`config.mk`:
```
export PLATFORM = sky130hd
export DESIGN_NAME = scoreboard_unit
export DESIGN_NICKNAME = d
export VERILOG_FILES = /design/src/rtl/scoreboard_unit_pkg.sv /design/src/rtl/scoreboard_unit_sb_counter.sv /design/src/rtl/scoreboard_unit.sv
export SDC_FILE = /design/constraint.sdc
export NUM_CORES = 1
export LEC_CHECK = 0
export ABC_AREA = 1
export BUFFER_PORTS_ARGS = -buffer_cell sky130_fd_sc_hd__buf_2
export CORE_UTILIZATION = 45
export CTS_BUF_LIST = sky130_fd_sc_hd__clkbuf_8
export DETAILED_ROUTE_END_ITERATION = 10
export GPL_TIMING_DRIVEN = 0
export PLACE_DENSITY = 0.64
export SYNTH_ARGS = -nofsm -noshare
export SYNTH_HDL_FRONTEND = slang
export SYNTH_HIERARCHICAL = 1
export SYNTH_SLANG_ARGS = --single-unit
```
`constraint.sdc`:
```
create_clock -name clk -period 7.3 [get_ports clk]
set_clock_uncertainty 0.15 [all_clocks]
set_input_delay 0.73 -clock clk [delete_from_list [all_inputs] [get_ports clk]]
set_output_delay 0.73 -clock clk [all_outputs]
set_load 0.02 [all_outputs]
```
`src/rtl/scoreboard_unit_pkg.sv`:
```
// Shared pipeline constants and types for the load scoreboard.
// Holds the register-file geometry, the occupancy counter width and the bubble NOP.
package scoreboard_unit_pkg;
  localparam int REG_IDX_W = 5;
  localparam int REG_COUNT = 32;
  localparam int CNT_W = 3;
  localparam logic [31:0] NOP_INSN = 32'h0000_0013;

  typedef logic [REG_IDX_W-1:0] reg_idx_t;

  // E-stage record of the load that issued on the previous edge.
  typedef struct packed {
    logic     valid;
    reg_idx_t rd;
  } shadow_t;
endpackage

```
`src/rtl/scoreboard_unit_sb_counter.sv`:
```
// Saturating up/down occupancy counter for loads in flight.
// One increment and up to two decrements per edge; result clamped to [0, MAX].
module sb_counter
  import scoreboard_unit_pkg::*;
#(
  parameter int MAX = 4
) (
  input  logic             clk,
  input  logic             rst_n,
  input  logic             inc,
  input  logic [1:0]       dec,
  output logic [CNT_W-1:0] cnt,
  output logic             full
);
  localparam logic [CNT_W:0] MAX_V = (CNT_W+1)'(MAX);

  logic [CNT_W:0] sum;
  logic [CNT_W:0] dec_ext;
  logic [CNT_W:0] nxt;

  always_comb begin
    sum     = {1'b0, cnt} + {{CNT_W{1'b0}}, inc};
    dec_ext = {{(CNT_W-1){1'b0}}, dec};
    nxt     = sum;
    if (sum < dec_ext) nxt = '0;
    else               nxt = sum - dec_ext;
    if (nxt > MAX_V)   nxt = MAX_V;
  end

  always_ff @(posedge clk or negedge rst_n) begin
    if (!rst_n) cnt <= '0;
    else        cnt <= nxt[CNT_W-1:0];
  end

  assign full = (cnt == MAX_V[CNT_W-1:0]);
endmodule

```
`src/rtl/scoreboard_unit.sv`:
```
// Load scoreboard: tracks destination registers of in-flight loads and
// stalls decode on RAW/WAW hazards or when all load slots are occupied.
module scoreboard_unit
  import scoreboard_unit_pkg::*;
#(
  parameter int MAX_OUTSTANDING = 4
) (
  input  logic        clk,
  input  logic        rst,
  input  logic        IssueValidD,
  input  logic        IsLoadD,
  input  logic [4:0]  RD_D,
  input  logic [4:0]  Rs1_D,
  input  logic [4:0]  Rs2_D,
  input  logic        FlushE,
  input  logic        LdDoneValid,
  input  logic [4:0]  LdDoneRd,
  output logic        StallF,
  output logic        StallD,
  output logic        BubbleE,
  output logic [31:0] Pending,
  output logic [2:0]  OutCnt
);
  logic [REG_COUNT-1:0] pend_q, pend_d;
  shadow_t              shadow_q, shadow_d;
  logic                 full;
  logic                 stall;
  logic                 set_fire, clear_fire, flush_fire;
  logic [1:0]           dec;

  // Bit 0 of pend_q is held at zero, so x0 operands never match.
  assign stall = pend_q[Rs1_D] | pend_q[Rs2_D] | pend_q[RD_D] | (IsLoadD & full);

  assign StallD  = stall;
  assign StallF  = stall;
  assign BubbleE = stall;

  // An instruction issues only when IssueValidD is high and decode is not stalled;
  // a taken branch in E squashes whatever tries to issue on the same edge.
  assign set_fire   = IssueValidD & IsLoadD & ~stall & ~FlushE;
  assign clear_fire = LdDoneValid & (OutCnt != '0);
  assign flush_fire = FlushE & shadow_q.valid;
  assign dec        = {1'b0, clear_fire} + {1'b0, flush_fire};

  always_comb begin
    pend_d = pend_q;
    if (clear_fire) pend_d[LdDoneRd]    = 1'b0;
    if (flush_fire) pend_d[shadow_q.rd] = 1'b0;
    if (set_fire)   pend_d[RD_D]        = 1'b1;
    pend_d[0] = 1'b0;
    shadow_d.valid = set_fire;
    shadow_d.rd    = set_fire ? RD_D : shadow_q.rd;
  end

  always_ff @(posedge clk or negedge rst) begin
    if (!rst) begin
      pend_q   <= '0;
      shadow_q <= '0;
    end else begin
      pend_q   <= pend_d;
      shadow_q <= shadow_d;
    end
  end

  sb_counter #(.MAX(MAX_OUTSTANDING)) u_cnt (
    .clk   (clk),
    .rst_n (rst),
    .inc   (set_fire),
    .dec   (dec),
    .cnt   (OutCnt),
    .full  (full)
  );

  assign Pending = pend_q;
endmodule

```
After elaboration in Yosys (flattened, before gate mapping)

Index checks and enable logic that the tools add are counted.

Register bits after elaboration: 40
Output and inout bits: 38
Logic and storage cells: 55
Input port bits: 26

Reductions and logical operators: 4
Add/sub/neg operators: 3
Mux-type cells: 17
Order comparisons: 10
Equal/unequal tests: 1
Bitwise gates (word level): 16

Operators with widths:

| operator                                                                             | number |
|---|---|
| 32-bit 2-to-1 mux                                                                    | 3 |
| 32-bit AND                                                                           | 2 |
| 32-bit inverter                                                                      | 2 |
| 32-bit bitwise OR                                                                    | 1 |
| 5-bit by 6-bit < comparator with 1-bit output (second input constant)                | 5 |
| 1-bit binary-select mux with 5-bit select                                            | 3 |
| 1-bit demux with 5-bit select                                                        | 3 |
| 5-bit by 1-bit greater-or-equal comparator with 1-bit output (second input constant) | 3 |
| 1-bit AND                                                                            | 6 |
| 1-bit 2-to-1 mux                                                                     | 6 |
| 3-bit by 1-bit adder with 4-bit output                                               | 1 |
| 4-bit by 3-bit greater-than comparator with 1-bit output (second input constant)     | 1 |
| 4-bit by 2-bit < comparator with 1-bit output                                        | 1 |
| 4-bit 2-to-1 mux                                                                     | 1 |
| 4-bit by 2-bit subtractor with 4-bit output                                          | 1 |
| 3-bit equality test (second input constant)                                          | 1 |
| 1-bit logical AND                                                                    | 3 |
| 3-bit 2-to-1 mux                                                                     | 1 |
| 1-bit bitwise OR                                                                     | 3 |
| 3-bit nonzero test                                                                   | 1 |
| 1-bit by 1-bit adder with 2-bit output                                               | 1 |
| 1-bit inverter                                                                       | 2 |

Depth between registers and ports, before layout

Depth in word-level cells: 13
Gate-level depth with buffers: 27
Gate-level depth less buffers: 24

Modules after synthesis

The synthesis kept the hierarchy.

Modules (own cells, without submodules):

| module          | times used | area each (um^2) | seq. area each (um^2) | cells an instance |
|---|---|---|---|---|
| scoreboard_unit | 1          | 3313.2           | 925.9                 | 565 |
| sb_counter      | 1          | 269.0            | 75.1                  | 38 |

Worst setup path before layout

OpenSTA, ideal clock, no wires.

Kind: in2reg
From: in RD_D[0]
To: reg u_cnt.cnt[0]
Setup slack: 3.938 ns
Cell stages on the path: 26
Arrival time: 3.141 ns
Path buffers: 3
Data required time: 7.079 ns
Path through: buf_4 -> buf_6 -> nand2_1 -> nand2_1 -> nand2_1 -> nand2_1 -> nand2_1 -> nand2_1 -> nor2_1 -> nand3_1 -> nor2_2 -> buf_6 -> nand3_2 -> inv_1 -> ha_1 -> inv_1 -> ha_1 -> inv_1 -> fa_1 -> nand2_1 -> nor2_2 -> nand2_1 -> nand2_1 -> nand2_1 -> nand2_2 -> nor2_1

Longest elaborated chain between the ends: 12
Elaborated cells on any way between the ends: 13

RTL lines:

| what                                                                                                         | line                                                               | text |
|---|---|---|
| start, declared                                                                                              | scoreboard_unit.sv:12                                              | `input logic [4:0] RD_D,` |
| 1-bit binary-select mux with 5-bit select *                                                                  | scoreboard_unit.sv:32                                              | `assign stall = pend_q[Rs1_D] \| pend_q[Rs2_D] \| pend_q[RD_D] \| (IsLoadD & full);` |
| 1-bit 2-to-1 mux (implied by the code) *                                                                     | scoreboard_unit.sv:32                                              |  |
| 1-bit bitwise OR * (2 in series)                                                                             | scoreboard_unit.sv:32                                              |  |
| 1-bit inverter *                                                                                             | scoreboard_unit.sv:40                                              | `assign set_fire = IssueValidD & IsLoadD & ~stall & ~FlushE;` |
| 1-bit AND * (2 in series)                                                                                    | scoreboard_unit.sv:40                                              |  |
| via set_fire                                                                                                 | scoreboard_unit.sv:28                                              | `logic set_fire, clear_fire, flush_fire;` |
| 3-bit by 1-bit adder with 4-bit output *                                                                     | scoreboard_unit_sb_counter.sv:22                                   | `sum = {1'b0, cnt} + {{CNT_W{1'b0}}, inc};` |
| 4-bit by 2-bit subtractor with 4-bit output or 4-bit by 2-bit < comparator with 1-bit output (tied branches) | scoreboard_unit_sb_counter.sv:26, scoreboard_unit_sb_counter.sv:25 |  |
| 4-bit 2-to-1 mux *                                                                                           | scoreboard_unit_sb_counter.sv:25                                   | `if (sum < dec_ext) nxt = '0;` |
| 4-bit by 3-bit greater-than comparator with 1-bit output                                                     | scoreboard_unit_sb_counter.sv:27                                   | `if (nxt > MAX_V) nxt = MAX_V;` |
| 3-bit 2-to-1 mux *                                                                                           | scoreboard_unit_sb_counter.sv:27                                   |  |
| via u_cnt.nxt[0]                                                                                             | scoreboard_unit_sb_counter.sv:19                                   | `logic [CNT_W:0] nxt;` |
| end signal, assigned                                                                                         | scoreboard_unit_sb_counter.sv:32                                   | `else cnt <= nxt[CNT_W-1:0];` |
| end, declared                                                                                                | scoreboard_unit_sb_counter.sv:12                                   | `output logic [CNT_W-1:0] cnt,` |

Mark *: on every way through the listed nets, which the timed path passes. The rest lies on a longest branch. The select of a mux whose other input is x is not followed.
A chain may end at the register's enable or synchronous reset.

Worst setup path after layout

From: in RD_D[1]
To: reg u_cnt.cnt[0]

Same word-level chain as after synthesis.

==> results.json <==
{
  "gr-usage-all-layers": 0.3407,
  "route.met3.wl_um": 1277,
  "grt_total_ovfl": 0,
  "clock_tree.buffer_depth": 2,
  "worstSetupEndpointType": "register",
  "wirelength_met1_um": 5826,
  "worst_skew_pair.late_latency_ns": 0.30,
  "cp_buf_inv_count": 7,
  "max-vdd-ir-drop_mv": 0.1490,
  "netlist_instances": 603,
  "route.vias.total": 4343,
  "yosysTopAreaCell": "dfrtp_1",
  "synth.net_count": 635,
  "vias_in_the_first_global_route": 3970,
  "critical-path-top-delay-family": "simple AND/OR/NAND/NOR gates",
  "fp-row-count": 32,
  "fin_tns_setup_ns": 0,
  "antenna_found_initial": 0,
  "final_max_slew_viol_count": 0,
  "cp_slowest_stage_delay_ns": 0.40,
  "routed_wl_um": 13800,
  "grt_start_max_net_pins": 41,
  "boundaryPins": 64,
  "cts_inserted_buffers": 5,
  "avgSynthCellArea_um2": 5.941,
  "core_region_area_um2": 7727,
  "route.detailed.drc": 0,
  "outcome": "finished, violations left",
  "die_area_um2": 8321,
  "diodes": 0,
  "setup_viol": 0,
  "critPathRequiredTime_ns": 7.38,
  "criticalPathCategory": "input pin to register",
  "final_antenna_net_count": 0,
  "synth_cell_types": 25,
  "fin_crit_sh": 0.4932,
  "worst_hold_path_type": "register to register",
  "finish.net_count": 701,
  "highest-signal-layer": "met4",
  "cts_root_buf": "clkbuf_8",
  "routed_wire_length_per_instance_um": 17.87,
  "yosysSeqAreaShare": 0.2794,
  "worst-path-max-fanout": 10,
  "maxSlewHeadroom": 0.005332,
  "final.fill_count": 822,
  "starting_utilization_of_the_core_area": 0.4636,
  "failing_checks": "max-capacitance violations",
  "ys_top_cells_by_area": "dfrtp_1 (28%), nand2_1 (22%), inv_1 (8.6%), nand3_1 (8.4%), nand4_1 (6.3%)",
  "numPortBuffers": 59,
  "worstPathArrival_ns": 3.68,
  "startpoint_type_of_the_worst_setup_path": "input pin",
  "cts-htree-levels": 2,
  "worstHoldStart": "shadow_q[0]",
  "placement.cell_area_um2": 4005,
  "violation_count_after_the_first_detailed_routing_iteration": 474,
  "fin_area_um2": 4095,
  "netlist_area_before_placement_um2": 3582,
  "power_density_nw_per_um2": 314.9,
  "clkSinkCount": 40,
  "post-route-min-period_ns": 3.600,
  "crit_path_top_delay_cell": "fa_1",
  "die_w_um": 91.22,
  "fp.dieH_um": 91.22,
  "cp-startpoint": "RD_D[1]",
  "top_achievable_clock_speed_ghz": 0.2778,
  "grt_setup_unrepaired": "no",
  "routed_via_density": 5.626,
  "p_leak_nw": 2.201,
  "gp_routability_congestion": 0.9940,
  "clk_pin_slew_worst_paths_ns": 0.08,
  "finalPower_mw": 1.290,
  "crit_path_frequent_cell": "nand2_1",
  "max_cap_violations": 1,
  "p_r_area_growth_vs_syn_pct": 14.32,
  "timing_worst_slew_pin_value_ns": 1.481,
  "yosysWarningCount": 6,
  "total_setup_buffers_inserted_after_cts": 0,
  "cts_resized": 0,
  "detailedPlacementHpwl_um": 10420,
  "grt_pass1_wl_um": 21240,
  "reg2reg_from": "Pending[6]",
  "detailroute.wirelength.met2_um": 6207,
  "post-synth-top-area-fraction": 0.2794,
  "clock_tree_from_tritoncts": "done",
  "holdBufCountCts": 0,
  "hold_viol_final": 0,
  "first_pass_iters": 6,
  "ys_ff_latch": 40,
  "fraction_of_final_layout_cells_with_drive_strength_greater_than_1": 0.1478,
  "crit_cells": 26,
  "worstHoldPathCells": 2,
  "worst_r2r_path_depth": 24
}
[metal layers]
metal,up-vias,global-route usage
met5,-,0
met4,0,0.1323
met3,35,0.06198
met2,235,0.5549
met1,1999,0.4474
li1,2074,-
[flip-flops by register name, indices dropped and copies added, names as in the netlist]
| signal | flops |
|---|---|
| shadow_q | 6 |
| u_cnt/cnt | 3 |
| Pending | 31 |
[cells by family (layout without fill, tap and decap cells)]
| logic type | after synthesis | in the layout | synth area share |
|---|---|---|---|
| buffers and inverters | 112 | 179 | 0.1443 |
| AO/OA/AOI/OAI | 61 | 61 | 0.08941 |
| flip-flops | 40 | 40 | 0.2794 |
| AND/OR/NAND/NOR | 383 | 383 | 0.4628 |
| adder cells (fa/ha/maj) | 6 | 6 | 0.02305 |
| other | 1 | 1 | 0.001047 |
[synthesized netlist by cell type]
cell and count:
o211ai_1 2, dfrtp_1 40, conb_1 1, nand3_1 60, clkinv_1 1, inv_2 4, o21ai_0 26, nand2_2 3
buf_4 9, buf_1 1, nor3_1 29, o221ai_1 2, ha_1 5, inv_1 82, fa_1 1, buf_6 7
buf_2 8, o21ai_1 3, nand4_1 36, nor2_2 2, nand3_2 1, a21oi_1 27, nand2_1 208, nor2_1 44
o31ai_1 1
[worst paths after layout]
path	endpoint	slack [ns]
worst max-delay path	u_cnt/cnt[0]	3.70
worst min-delay path	shadow_q[0]	0.39
worst max register to register	u_cnt/cnt[0]	3.98
worst min register to register	shadow_q[0]	0.39
max in group asynchronous	Pending[14]	5.98
min in group asynchronous	Pending[22]	0.43
[worst register-to-register path, stage by stage (launching register included)]
cell	delay, ns
dfrtp_1	0.41
inv_1	0.18
nand2_1	0.08
nand3_1	0.10
nand3_1	0.11
nand3_1	0.08
nand2_1	0.06
nand2_1	0.06
nand2_1	0.10
nor2_2	0.14
buf_6	0.17
nand3_2	0.13
inv_1	0.11
ha_1	0.23
inv_1	0.06
ha_1	0.16
inv_1	0.06
fa_1	0.40
nand2_1	0.10
nor2_2	0.05
nand2_1	0.05
nand2_1	0.04
nand2_1	0.07
nand2_2	0.06
nor2_1	0.10
[layout make-up]
class | count | area, um^2 | area share
Clock inverter | 2 | 7.507 | 0.001833
Clock buffer | 6 | 82.58 | 0.02016
Multi-Input combinational cell | 451 | 2064 | 0.5041
Timing Repair Buffer | 59 | 295.3 | 0.07211
Tap cell | 102 | 127.6 | 0.03116
Buffer | 25 | 190.2 | 0.04644
Inverter | 87 | 326.6 | 0.07974
Sequential cell | 40 | 1001 | 0.2444
[cell usage in the layout (no fill, tap or decap), types with 6 or more instances in the layout]
cell type | netlist | final
inv_1 | 82 | 84
nand2_1 | 208 | 208
nand3_1 | 60 | 60
a21oi_1 | 27 | 27
nor2_1 | 44 | 44
dfrtp_1 | 40 | 40
buf_2 | 8 | 67
o21ai_0 | 26 | 26
clkbuf_8 | 0 | 6
buf_6 | 7 | 7
nor3_1 | 29 | 29
buf_4 | 9 | 9
nand4_1 | 36 | 36
[metrics by stage]
step,hold WS (ns),setup WS [ns],utilization,std cells
finish,0.3907,3.700,0.5300,772
global route,0.4514,3.407,0.5300,772
CTS,0.3907,3.709,0.5300,772
detailed placement,0.3720,3.402,0.5183,764
global placement,0.3711,3.466,0.5183,764
floorplan,0.2844,3.938,-,603
[where the power goes]
| part | switching [mW] | total (mW) | internal, mW |
|---|---|---|---|
| sequential | 0.102 | 0.413 | 0.311 |
| combinational | 0.493 | 0.723 | 0.230 |
| clock | 0.0792 | 0.154 | 0.0744 |
(Power assumes the default switching activity.)
